File: config.mk
export PLATFORM = sky130hd
export DESIGN_NAME = run_step_controller_flat
export DESIGN_NICKNAME = d
export VERILOG_FILES = /design/src/rtl/run_step_controller_if.sv /design/src/rtl/run_step_controller.sv /design/src/flat_wrapper.sv
export SDC_FILE = /design/constraint.sdc
export NUM_CORES = 1
export LEC_CHECK = 0
export BUFFER_PORTS_ARGS = -buffer_cell sky130_fd_sc_hd__buf_2
export CAP_MARGIN = 15
export CORE_MARGIN = 4
export CORE_UTILIZATION = 49
export DETAILED_ROUTE_END_ITERATION = 16
export GPL_ROUTABILITY_DRIVEN = 1
export PLACE_DENSITY = 0.79
export SETUP_SLACK_MARGIN = 0.2
export SLEW_MARGIN = 20
export SYNTH_ARGS = -nofsm -noshare
export SYNTH_HDL_FRONTEND = slang
export SYNTH_SLANG_ARGS = --single-unit
File: constraint.sdc
create_clock -name clkFast -period 2.3 [get_ports clkFast]
set_input_delay 0.46 -clock clkFast [delete_from_list [all_inputs] [get_ports clkFast]]
set_output_delay 0.46 -clock clkFast [all_outputs]
set_load 0.02 [all_outputs]
File: src/rtl/run_step_controller_if.sv
// Board/core-facing signal bundle for the single-step controller.
// The master modport is the board/core side; the slave modport is the controller.
interface run_step_controller_if;
  logic        switchRun;
  logic [4:0]  SwitchSelector;
  logic [4:0]  core_rs_addr;
  logic [31:0] core_reg_data;
  logic        step_en;
  logic [4:0]  reg_read_addr_1;
  logic [31:0] reg_read_data_1;
  logic        halted;
  logic [31:0] step_count;

  modport master (
    output switchRun, SwitchSelector, core_rs_addr, core_reg_data,
    input  step_en, reg_read_addr_1, reg_read_data_1, halted, step_count
  );

  modport slave (
    input  switchRun, SwitchSelector, core_rs_addr, core_reg_data,
    output step_en, reg_read_addr_1, reg_read_data_1, halted, step_count
  );
endinterface

File: src/rtl/run_step_controller.sv
// Single-step controller: debounces the run button into one core step per press,
// and owns register-file read port 1 for register browsing while halted.
module run_step_controller #(
  parameter int unsigned DEBOUNCE_CYCLES = 8,
  parameter int unsigned SETTLE_CYCLES   = 2
) (
  input  logic                  clkFast,
  input  logic                  reset,
  run_step_controller_if.slave  bus
);

  localparam int unsigned CW = $clog2(DEBOUNCE_CYCLES);
  localparam int unsigned SW = $clog2(SETTLE_CYCLES + 1);
  localparam logic [CW-1:0] CNT_MAX    = CW'(DEBOUNCE_CYCLES - 1);
  localparam logic [SW-1:0] SETTLE_MAX = SW'(SETTLE_CYCLES - 1);

  typedef enum logic [1:0] {HALT, STEP, SETTLE} state_t;

  state_t        state_q, state_d;
  logic          s1_q, s2_q;
  logic          stable_q, stable_d, stable_prev_q;
  logic [CW-1:0] cnt_q, cnt_d;
  logic [SW-1:0] settle_q, settle_d;
  logic [31:0]   data_q, data_d;
  logic [31:0]   count_q, count_d;
  logic          rise;

  always_ff @(posedge clkFast or negedge reset) begin
    if (!reset) begin
      state_q       <= HALT;
      s1_q          <= 1'b0;
      s2_q          <= 1'b0;
      stable_q      <= 1'b0;
      stable_prev_q <= 1'b0;
      cnt_q         <= '0;
      settle_q      <= '0;
      data_q        <= '0;
      count_q       <= '0;
    end else begin
      state_q       <= state_d;
      s1_q          <= bus.switchRun;
      s2_q          <= s1_q;
      stable_q      <= stable_d;
      stable_prev_q <= stable_q;
      cnt_q         <= cnt_d;
      settle_q      <= settle_d;
      data_q        <= data_d;
      count_q       <= count_d;
    end
  end

  // Any disagreement must persist DEBOUNCE_CYCLES edges; a single agreeing sample restarts it.
  always_comb begin
    cnt_d    = cnt_q;
    stable_d = stable_q;
    if (s2_q == stable_q) begin
      cnt_d = '0;
    end else if (cnt_q == CNT_MAX) begin
      stable_d = s2_q;
      cnt_d    = '0;
    end else begin
      cnt_d = cnt_q + 1'b1;
    end
  end

  assign rise = stable_q & ~stable_prev_q;

  always_comb begin
    state_d  = state_q;
    settle_d = settle_q;
    data_d   = data_q;
    count_d  = count_q;
    unique case (state_q)
      HALT: begin
        data_d = bus.core_reg_data;
        if (rise) state_d = STEP;
      end
      STEP: begin
        state_d  = SETTLE;
        settle_d = '0;
        count_d  = count_q + 32'd1;
      end
      SETTLE: begin
        if (settle_q == SETTLE_MAX) state_d = HALT;
        else                        settle_d = settle_q + 1'b1;
      end
      default: state_d = HALT;
    endcase
  end

  assign bus.step_en         = (state_q == STEP);
  assign bus.halted          = (state_q == HALT);
  assign bus.reg_read_addr_1 = (state_q == HALT) ? bus.SwitchSelector : bus.core_rs_addr;
  assign bus.reg_read_data_1 = data_q;
  assign bus.step_count      = count_q;

endmodule

File: src/flat_wrapper.sv
// flat-port wrapper written by rule: the top's interface ports become plain ports
module run_step_controller_flat 
#(
  parameter int unsigned DEBOUNCE_CYCLES = 8,
  parameter int unsigned SETTLE_CYCLES   = 2
)
  (clkFast, reset, bus_switchRun, bus_SwitchSelector, bus_core_rs_addr, bus_core_reg_data, bus_step_en, bus_reg_read_addr_1, bus_reg_read_data_1, bus_halted, bus_step_count);
  run_step_controller_if bus_i ();
  input  logic clkFast;
  input  logic reset;
  input wire logic [$bits(bus_i.switchRun)-1:0] bus_switchRun;
  input wire logic [$bits(bus_i.SwitchSelector)-1:0] bus_SwitchSelector;
  input wire logic [$bits(bus_i.core_rs_addr)-1:0] bus_core_rs_addr;
  input wire logic [$bits(bus_i.core_reg_data)-1:0] bus_core_reg_data;
  output wire logic [$bits(bus_i.step_en)-1:0] bus_step_en;
  output wire logic [$bits(bus_i.reg_read_addr_1)-1:0] bus_reg_read_addr_1;
  output wire logic [$bits(bus_i.reg_read_data_1)-1:0] bus_reg_read_data_1;
  output wire logic [$bits(bus_i.halted)-1:0] bus_halted;
  output wire logic [$bits(bus_i.step_count)-1:0] bus_step_count;
  assign bus_i.switchRun = bus_switchRun;
  assign bus_i.SwitchSelector = bus_SwitchSelector;
  assign bus_i.core_rs_addr = bus_core_rs_addr;
  assign bus_i.core_reg_data = bus_core_reg_data;
  assign bus_step_en = bus_i.step_en;
  assign bus_reg_read_addr_1 = bus_i.reg_read_addr_1;
  assign bus_reg_read_data_1 = bus_i.reg_read_data_1;
  assign bus_halted = bus_i.halted;
  assign bus_step_count = bus_i.step_count;
  run_step_controller #(.DEBOUNCE_CYCLES(DEBOUNCE_CYCLES), .SETTLE_CYCLES(SETTLE_CYCLES)) u_core (.clkFast(clkFast), .reset(reset), .bus(bus_i));
endmodule
## Word-level counts from Yosys, hierarchy flattened

Index checks and enable logic that the tools add are counted.

| operators by class | value |
|---|---|
| $add $sub $neg | 3 |
| equal/unequal tests | 8 |
| mux-type cells | 8 |
| bitwise operators | 3 |
| reduce and logical (&&, ||, !) cells | 5 |

Operators with widths:

| operator | count |
|---|---|
| $add A32 B1 Y32 const B | 1 |
| $mux W2 | 3 |
| $mux W3 | 2 |
| $pmux W2 S3 | 1 |
| $reduce_and A2 Y1 | 3 |
| $mux W5 | 1 |
| $eq A2 B1 Y1 const B | 2 |
| $ne A2 B1 Y1 const B | 2 |
| $pmux W2 S2 | 1 |
| $add A3 B1 Y3 const B | 1 |
| $eq A3 B3 Y1 const B | 1 |
| $add A2 B1 Y2 const B | 1 |
| $eq A2 B2 Y1 const B | 1 |
| $logic_not A2 Y1 | 1 |
| $ne A2 B2 Y1 const B | 1 |
| $not A1 Y1 | 2 |
| $reduce_bool A2 Y1 | 1 |
| $and A1 B1 Y1 | 1 |
| $eq A1 B1 Y1 | 1 |

| storage, ports and cells | value |
|---|---|
| register bits | 75 |
| input bits | 45 |
| output and inout port bits | 71 |
| word-level logic and storage cells | 36 |

## Longest topological paths before layout

Gate-level depths: netlist of run 1.

| depth | value |
|---|---|
| depth after elaboration | 4 |
| depth in mapped cells | 6 |
| mapped depth without buffers | 6 |

## Least setup slack after synthesis of run 1

Ideal clock, no wire load.

| timing | value |
|---|---|
| path type | register to output |
| from | register u_core.state_q[0] |
| to | output bus_reg_read_addr_1[0] |
| arrival | 1658 ps |
| required time | 1840 ps |
| setup slack | 182 ps |
| stages on the path, launching flop included | 6 |
| path buffers | 3 |
| cell sequence | dfrtp_1 buf_2 nor2_1 clkbuf_1 buf_2 mux2_2 |

| between the ends | value |
|---|---|
| cells in the longest elaborated chain, start to end | 2 |

RTL lines:

| element | RTL line | source |
|---|---|---|
| start: declaration | run_step_controller.sv:19 | `state_t state_q, state_d;` |
| start signal: assignment | run_step_controller.sv:40 | `state_q <= state_d;` |
| $logic_not A2 Y1 | -- |  |
| named net bus_halted | flat_wrapper.sv:18 | `output wire logic [$bits(bus_i.halted)-1:0] bus_halted;` |
| $mux W5 | run_step_controller.sv:93 | `assign bus.reg_read_addr_1 = (state_q == HALT) ? bus.SwitchSelector : bus.core_rs_addr;` |
| end: declaration | flat_wrapper.sv:16 | `output wire logic [$bits(bus_i.reg_read_addr_1)-1:0] bus_reg_read_addr_1;` |

The timed path passes the listed nets, and every way through them passes these cells.

## Worst setup path after layout of run 1

| timing | value |
|---|---|
| from | register u_core.state_q[1] |
| to | output bus_reg_read_addr_1[4] |

| between the ends | value |
|---|---|
| cells in the longest elaborated chain, start to end | 2 |

RTL lines:

| element | RTL line |
|---|---|
| $logic_not A2 Y1 | run_step_controller.sv:93 |
| $mux W5 | run_step_controller.sv:93 |

No other way between the ends.

==> results.yml, run 1 <==
status:
  run_status: "completed"
finish:
  nets: 418
  area_growth_pct: 29.2
  utilization_pct: 66.8
  drive_gt1_share_pct: 50.9
  n_antenna_cell: 0
grt:
  gr-total-overflow: 0
  antenna_found_initial: 0
  track_usage_pct: 18.6
  grt_pass1_wl_mm: 11.0
  grt_start_max_net_pins: 23
  grt_pass1_vias: 2298
place:
  io_buffers: 115
  pre_cts_slack_ns: 0.421
  dp_hpwl_mm: 5.20
  place.gp.congestion: 0.774
synthesis:
  yosys.cell_count.top_type: "dfrtp_1"
  synthCells: 237
  syn_area_per_cell_um2: 13.3
  netlist_top_cells_count: "dfrtp_1 (75), mux2_2 (39), xnor2_1 (20)"
  synth_top_cell_by_area: "dfrtp_1"
  synthArstFlopShare_pct: 100
  ys_seq_area_share_pct: 59.5
  ys.flop_type: "dfrtp_1"
  synth_cell_types: 33
  synth_nets: 286
  ys_warn_count: 0
  synth_area_leaders: "dfrtp_1 (60%), mux2_2 (14%), xnor2_1 (5.6%), xor2_1 (3.3%), nand4_1 (2.4%)"
  syn_area_um2: 3150
  synth_top_area_share_pct: 59.5
  synth_seq_cells: 75
  synth_edf_count: 0
clocking:
  cts_tree: "built"
  clock_sinks: 75
  clk_path_buf_depth: 2
  ctsRootBufferMaster: "clkbuf_8"
  cts_made_buffers: 9
  cts-htree-levels: 3
  cts_hold_buf: 0
  path_clk_slew_ns: 0.08
  clock_latency_ns: 0.33
timing:
  finalMaxSlewViolations: 0
  max_freq_ghz: 0.489
  whs_ns: 0.0618
  worst_pin_slew_ns: 0.640
  finalSetupViolCount: 0
  fin_crit_sh_pct: 88.8
  fin_skew_ns: 0.0102
  slew_headroom_pct: 57.1
  setup_slack_ns: 0.257
  rsz0062_at_grt: "no"
  tns_ns: 0
  period_minus_slack_ns: 2.04
  hold_viol_final: 0
worst_setup_path:
  crit_arrival_ns: 1.58
  cp_max_fo: 8
  endpoint_kind: "output pin"
  r2r-end: "u_core.bus.step_count[19]$_DFFE_PN0P_"
  reg2reg_depth: 4
  r2r_slack_ns: 0.42
  r2r-start: "u_core.state_q[1]$_DFFE_PN0P_"
  start_kind: "register"
  critPathRequiredTime_ns: 1.84
  path_class: "reg -> out"
die:
  initial_core_util_pct: 51.7
  core_area_um2: 6100
  ioPinCount: 116
  die_w_um: 88.2
  fp.dieArea_um2: 7780
  rows: 28
  dieHeight_um: 88.2
pwr:
  leakagePower_nw: 2.08
  peakVddDrop_mv: 0.706
  p_per_area_nw_per_um2: 1050
drt:
  first_pass_iters: 4
  drc: 0
  wl_mm: 6.91
  viasPerCell: 5.08
  ant_nets: 0
  wl_per_cell_um: 15.4
  vias: 2277
  drtIter0Drc: 84
run:
  maxCapViolCount: 0
hold_path:
  holdCritPathClass: "in -> async"
[worst max path at each step]
stage / start / end / slack (ns)
4_1_cts: u_core.state_q[0]$_DFFE_PN0P_ / bus_reg_read_addr_1[4] / 0.21
3_5_place_dp: u_core.state_q[1]$_DFFE_PN0P_ / u_core.bus.step_count[19]$_DFFE_PN0P_ / 0.42
3_3_place_gp: u_core.state_q[1]$_DFFE_PN0P_ / u_core.bus.step_count[21]$_DFFE_PN0P_ / 0.48
5_1_grt: u_core.state_q[1]$_DFFE_PN0P_ / bus_reg_read_addr_1[2] / 0.21
2_1_floorplan: u_core.state_q[0]$_DFFE_PN0P_ / bus_reg_read_addr_1[0] / 0.32
6_report: u_core.state_q[1]$_DFFE_PN0P_ / bus_reg_read_addr_1[4] / 0.26
[layout by cell type, fill, tap and decap left out, drive strengths merged, types with 2 or more instances in the layout]
| cell | n |
|---|---|
| nand2 | 12 |
| xor2 | 12 |
| a21oi | 2 |
| ha | 4 |
| and3 | 6 |
| and2 | 5 |
| inv | 2 |
| buf | 128 |
| nor3 | 6 |
| xnor2 | 20 |
| nand4 | 12 |
| o21ai | 2 |
| nand3 | 10 |
| nor2 | 10 |
| mux2 | 39 |
| clkinv | 4 |
| clkbuf | 9 |
| nor4 | 4 |
| dfrtp | 75 |
[logic make-up (layout without fill, tap and decap cells)]
logic type	after synthesis	after routing	synth area share, %
simple gates	73	73	13.7
flops	75	75	59.5
fa+ha+maj	4	4	1.59
mux	39	39	13.9
xor+xnor	32	32	8.89
buf+inv	9	145	1.43
compound gates	5	5	0.873
[per-stage QoR]
stage	instances	cell area, µm²	total power, mW
finish	448	4070	4.26
global route	448	4070	4.50
CTS	446	4060	4.27
detailed placement	429	3860	3.29
global placement	429	3860	3.24
floorplan	237	3150	2.78
[layout make-up]
type / instances / area, µm²
inverter: 2 / 7.51
clock inverter: 6 / 57.6
timing repair buffer: 128 / 673
clock buffer: 9 / 124
fill: 461 / 2020
multi-input combinational: 153 / 1240
sequential: 75 / 1880
tap: 75 / 93.8
[where the power goes]
part / internal, mW / switching, mW
clock: 0.488 / 0.463
sequential: 1.62 / 0.182
combinational: 0.690 / 0.817
[worst max-delay path, stage by stage, from the launching register on]
cell     delay (ns)
dfrtp_2        0.46
nor2_4         0.27
mux2_2         0.37
buf_2          0.16
[registers in the layout, summed over array words and instances, names as in the netlist]
| register | count |
|---|---|
| u_core.bus.step_count | 32 |
| u_core.stable_prev_q | 1 |
| u_core.stable_q | 1 |
| u_core.bus.reg_read_data_1 | 32 |
| u_core.state_q | 2 |
| u_core.settle_q | 2 |
| u_core.s1_q | 1 |
| u_core.cnt_q | 3 |
| u_core.s2_q | 1 |
[layer usage]
metal  wire length, µm  share of wire (%)  up-vias  global-route usage (%)
met5                 0                  0        -                       0
met4               105                1.5        0                    7.42
met3               488                7.1       10                    4.33
met2              3500                 51       71                    31.5
met1              2820                 41     1093                    23.0
li1                  -                  -     1103                       -
[repair_timing]
item | in CTS | in global routing
setup endpoints to repair | 5 | 5
resized for setup | 0 | 2
setup buffers | 2 | 2
pin swaps | 1 | 1
cloned | 0 | 0
Power figures use the tool's default switching activity.
==> inputs of run 2 (changes only) <==
--- a/config.mk
+++ b/config.mk
@@ -5,13 +5,12 @@
 export SDC_FILE = /design/constraint.sdc
 export NUM_CORES = 1
 export LEC_CHECK = 0
-export BUFFER_PORTS_ARGS = -buffer_cell sky130_fd_sc_hd__buf_2
 export CAP_MARGIN = 15
 export CORE_MARGIN = 4
-export CORE_UTILIZATION = 49
+export CORE_UTILIZATION = 50
 export DETAILED_ROUTE_END_ITERATION = 16
+export DONT_BUFFER_PORTS = 1
 export GPL_ROUTABILITY_DRIVEN = 1
-export PLACE_DENSITY = 0.79
 export SETUP_SLACK_MARGIN = 0.2
 export SLEW_MARGIN = 20
 export SYNTH_ARGS = -nofsm -noshare
==> run 2 against run 1 <==
Sequential cell count did not move. Combinational power fell by 40%. Critical path depth did not move. Critical path type unchanged. Largest power group unchanged. Count of clock-buffer cells in the layout rose by 3. Worst hold slack got worse by 0.25 ns. Die area fell by 1.8%. Utilization fell by 7.7 points. First-iteration DRC count fell by 8.3%. The run now ends with negative hold slack left. Non-clock buffer count fell by 118.
==> results.yml, run 2 (same netlist as run 1, synthesis figures left out) <==
drt:
  wl_mm: 6.27
  wl_per_cell_um: 18.9
  vias: 1830
  drtIter0Drc: 77
  viasPerCell: 5.53
  drc: 0
  ant_nets: 0
  first_pass_iters: 4
worst_setup_path:
  start_kind: "register"
  reg2reg_depth: 5
  r2r-end: "u_core.bus.step_count[22]$_DFFE_PN0P_"
  cp-startpoint: "u_core.state_q[0]$_DFFE_PN0P_"
  r2r_slack_ns: 0.41
  r2r-start: "u_core.bus.step_count[0]$_DFFE_PN0P_"
  crit_arrival_ns: 1.54
  endpoint_kind: "output pin"
  crit_end: "bus_reg_read_addr_1[4]"
  path_class: "reg -> out"
  cp_max_fo: 14
  critPathRequiredTime_ns: 1.84
grt:
  antenna_found_initial: 0
  grt_busiest_layer: "met2"
  track_usage_pct: 17.0
  grt_pass1_vias: 1984
  gr-usage-met1_pct: 19.8
  gr-total-overflow: 0
  grt_start_max_net_pins: 76
  grt_pass1_wl_mm: 9.94
  use_met2_pct: 27.5
  grtUsageMet3_pct: 7.38
clocking:
  ctsRootBufferMaster: "clkbuf_8"
  clock_sinks: 75
  cts_tree: "built"
  path_clk_slew_ns: 0.07
  clock_latency_ns: 0.34
  cts-htree-levels: 3
  clk_path_buf_depth: 2
  cts_made_buffers: 9
finish:
  layout_commonest_cell: "dfrtp_1"
  multi_input_area_um2: 1250
  utilization_pct: 59.1
  nets: 300
  final_cell_mix: "dfrtp_1 (72), mux2_2 (39), xnor2_1 (20)"
  register_area_um2: 1880
  drive_gt1_share_pct: 29.3
  final_cells: 331
  area_growth_pct: 13.0
  n_antenna_cell: 0
  nFillCells: 501
timing:
  finalMaxSlewViolations: 0
  worst_pin_slew_ns: 0.625
  finalSetupViolCount: 0
  fin_crit_sh_pct: 86.9
  rsz0062_at_grt: "yes"
  slew_headroom_pct: 58.1
  hold_viol_final: 75
  period_minus_slack_ns: 2.00
  max_freq_ghz: 0.500
  fin_skew_ns: 0.00593
  whs_ns: -0.193
  tns_ns: 0
pwr:
  sw_frac_of_total_pct: 32.6
  power_frac_clock_pct: 26.8
  peakVddDrop_mv: 0.697
  power.total_mw: 4.18
  power.switching_mw: 1.36
  power_frac_comb_pct: 21.7
  leakagePower_nw: 1.60
  internal_power_mw: 2.81
  p_per_area_nw_per_um2: 1170
  seq_power_share_pct: 51.5
place:
  dp_hpwl_mm: 4.46
  place.gp.congestion: 0.736
  io_buffers: 0
  dp_cells: 311
die:
  ioPinCount: 116
  dieHeight_um: 87.4
  rows: 28
  core_area_um2: 6030
  die_w_um: 87.4
  initial_core_util_pct: 52.3
  fp.dieArea_um2: 7640
status:
  violations: "negative hold slack"
  run_status: "finished, violations left"
hold_path:
  holdCritPathClass: "in -> async"
run:
  maxCapViolCount: 0
[run 2: changes by cell type in the layout (fill, tap and decap cells not counted), sizes merged]
| cell | previous run | this run |
|---|---|---|
| buf | 128 | 9 |
| clkinv | 4 | 1 |
| bufinv | 1 | 2 |
| clkbuf | 9 | 13 |
[run 2: layout make-up]
type | count | area share [%]
flip-flops and latches | 75 | 52.8
multi-input cells | 153 | 35.0
inverters | 2 | 0.211
repair buffers | 10 | 2.95
clock inverters | 4 | 2.04
clock buffers | 12 | 4.36
well taps | 75 | 2.63
[run 2: how the worst min path moves through the flow]
stage | slack (ns) | cells past startpoint | startpoint | endpoint
after floorplan | 0.16 | 0 | reset | u_core.bus.reg_read_data_1[0]$_DFFE_PN0P_
after detailed placement | 0.17 | 0 | reset | u_core.bus.reg_read_data_1[25]$_DFFE_PN0P_
after global placement | 0.17 | 0 | reset | u_core.bus.step_count[15]$_DFFE_PN0P_
after global routing | -0.22 | 0 | reset | u_core.bus.step_count[26]$_DFFE_PN0P_
after CTS | -0.21 | 0 | reset | u_core.bus.step_count[18]$_DFFE_PN0P_
final | -0.19 | 0 | reset | u_core.bus.step_count[15]$_DFFE_PN0P_
[run 2: power groups by stage]
stage	combinational (mW)	clock [mW]	sequential (mW)
floorplan	0.687	0	2.10
global placement	0.736	0	2.18
detailed placement	0.783	0	2.19
CTS	0.817	1.16	2.17
global route	1.00	1.22	2.20
finish	0.907	1.12	2.15
[run 2: routing by layer]
layer,wire length [µm],vias to the layer above
li1,-,850
met3,669,9
met1,2530,879
met5,0,-
met2,2960,92
met4,102,0
[run 2: through the flow]
stage / hold slack (ns) / setup WS, ns / area, µm²
after floorplan: 0.164 / 0.324 / 3150
after detailed placement: 0.166 / 0.333 / 3260
after global routing: -0.220 / 0.194 / 3560
final: -0.193 / 0.300 / 3560
after global placement: 0.166 / 0.379 / 3260
after CTS: -0.211 / 0.212 / 3500
[run 2: what timing repair did]
action                                  4_1_cts  5_1_grt
endpoints found under the setup margin        5        8
cloned                                        0        1
gates resized for setup                       5        3
endpoints found under the hold margin        75       75
buffers inserted                              0        3
pin swaps                                     0        1
[run 2: worst max-delay path: stages (launching register included)]
cell,delay [ns]
dfrtp_2,0.45
nor2_4,0.17
buf_12,0.17
mux2_2,0.41
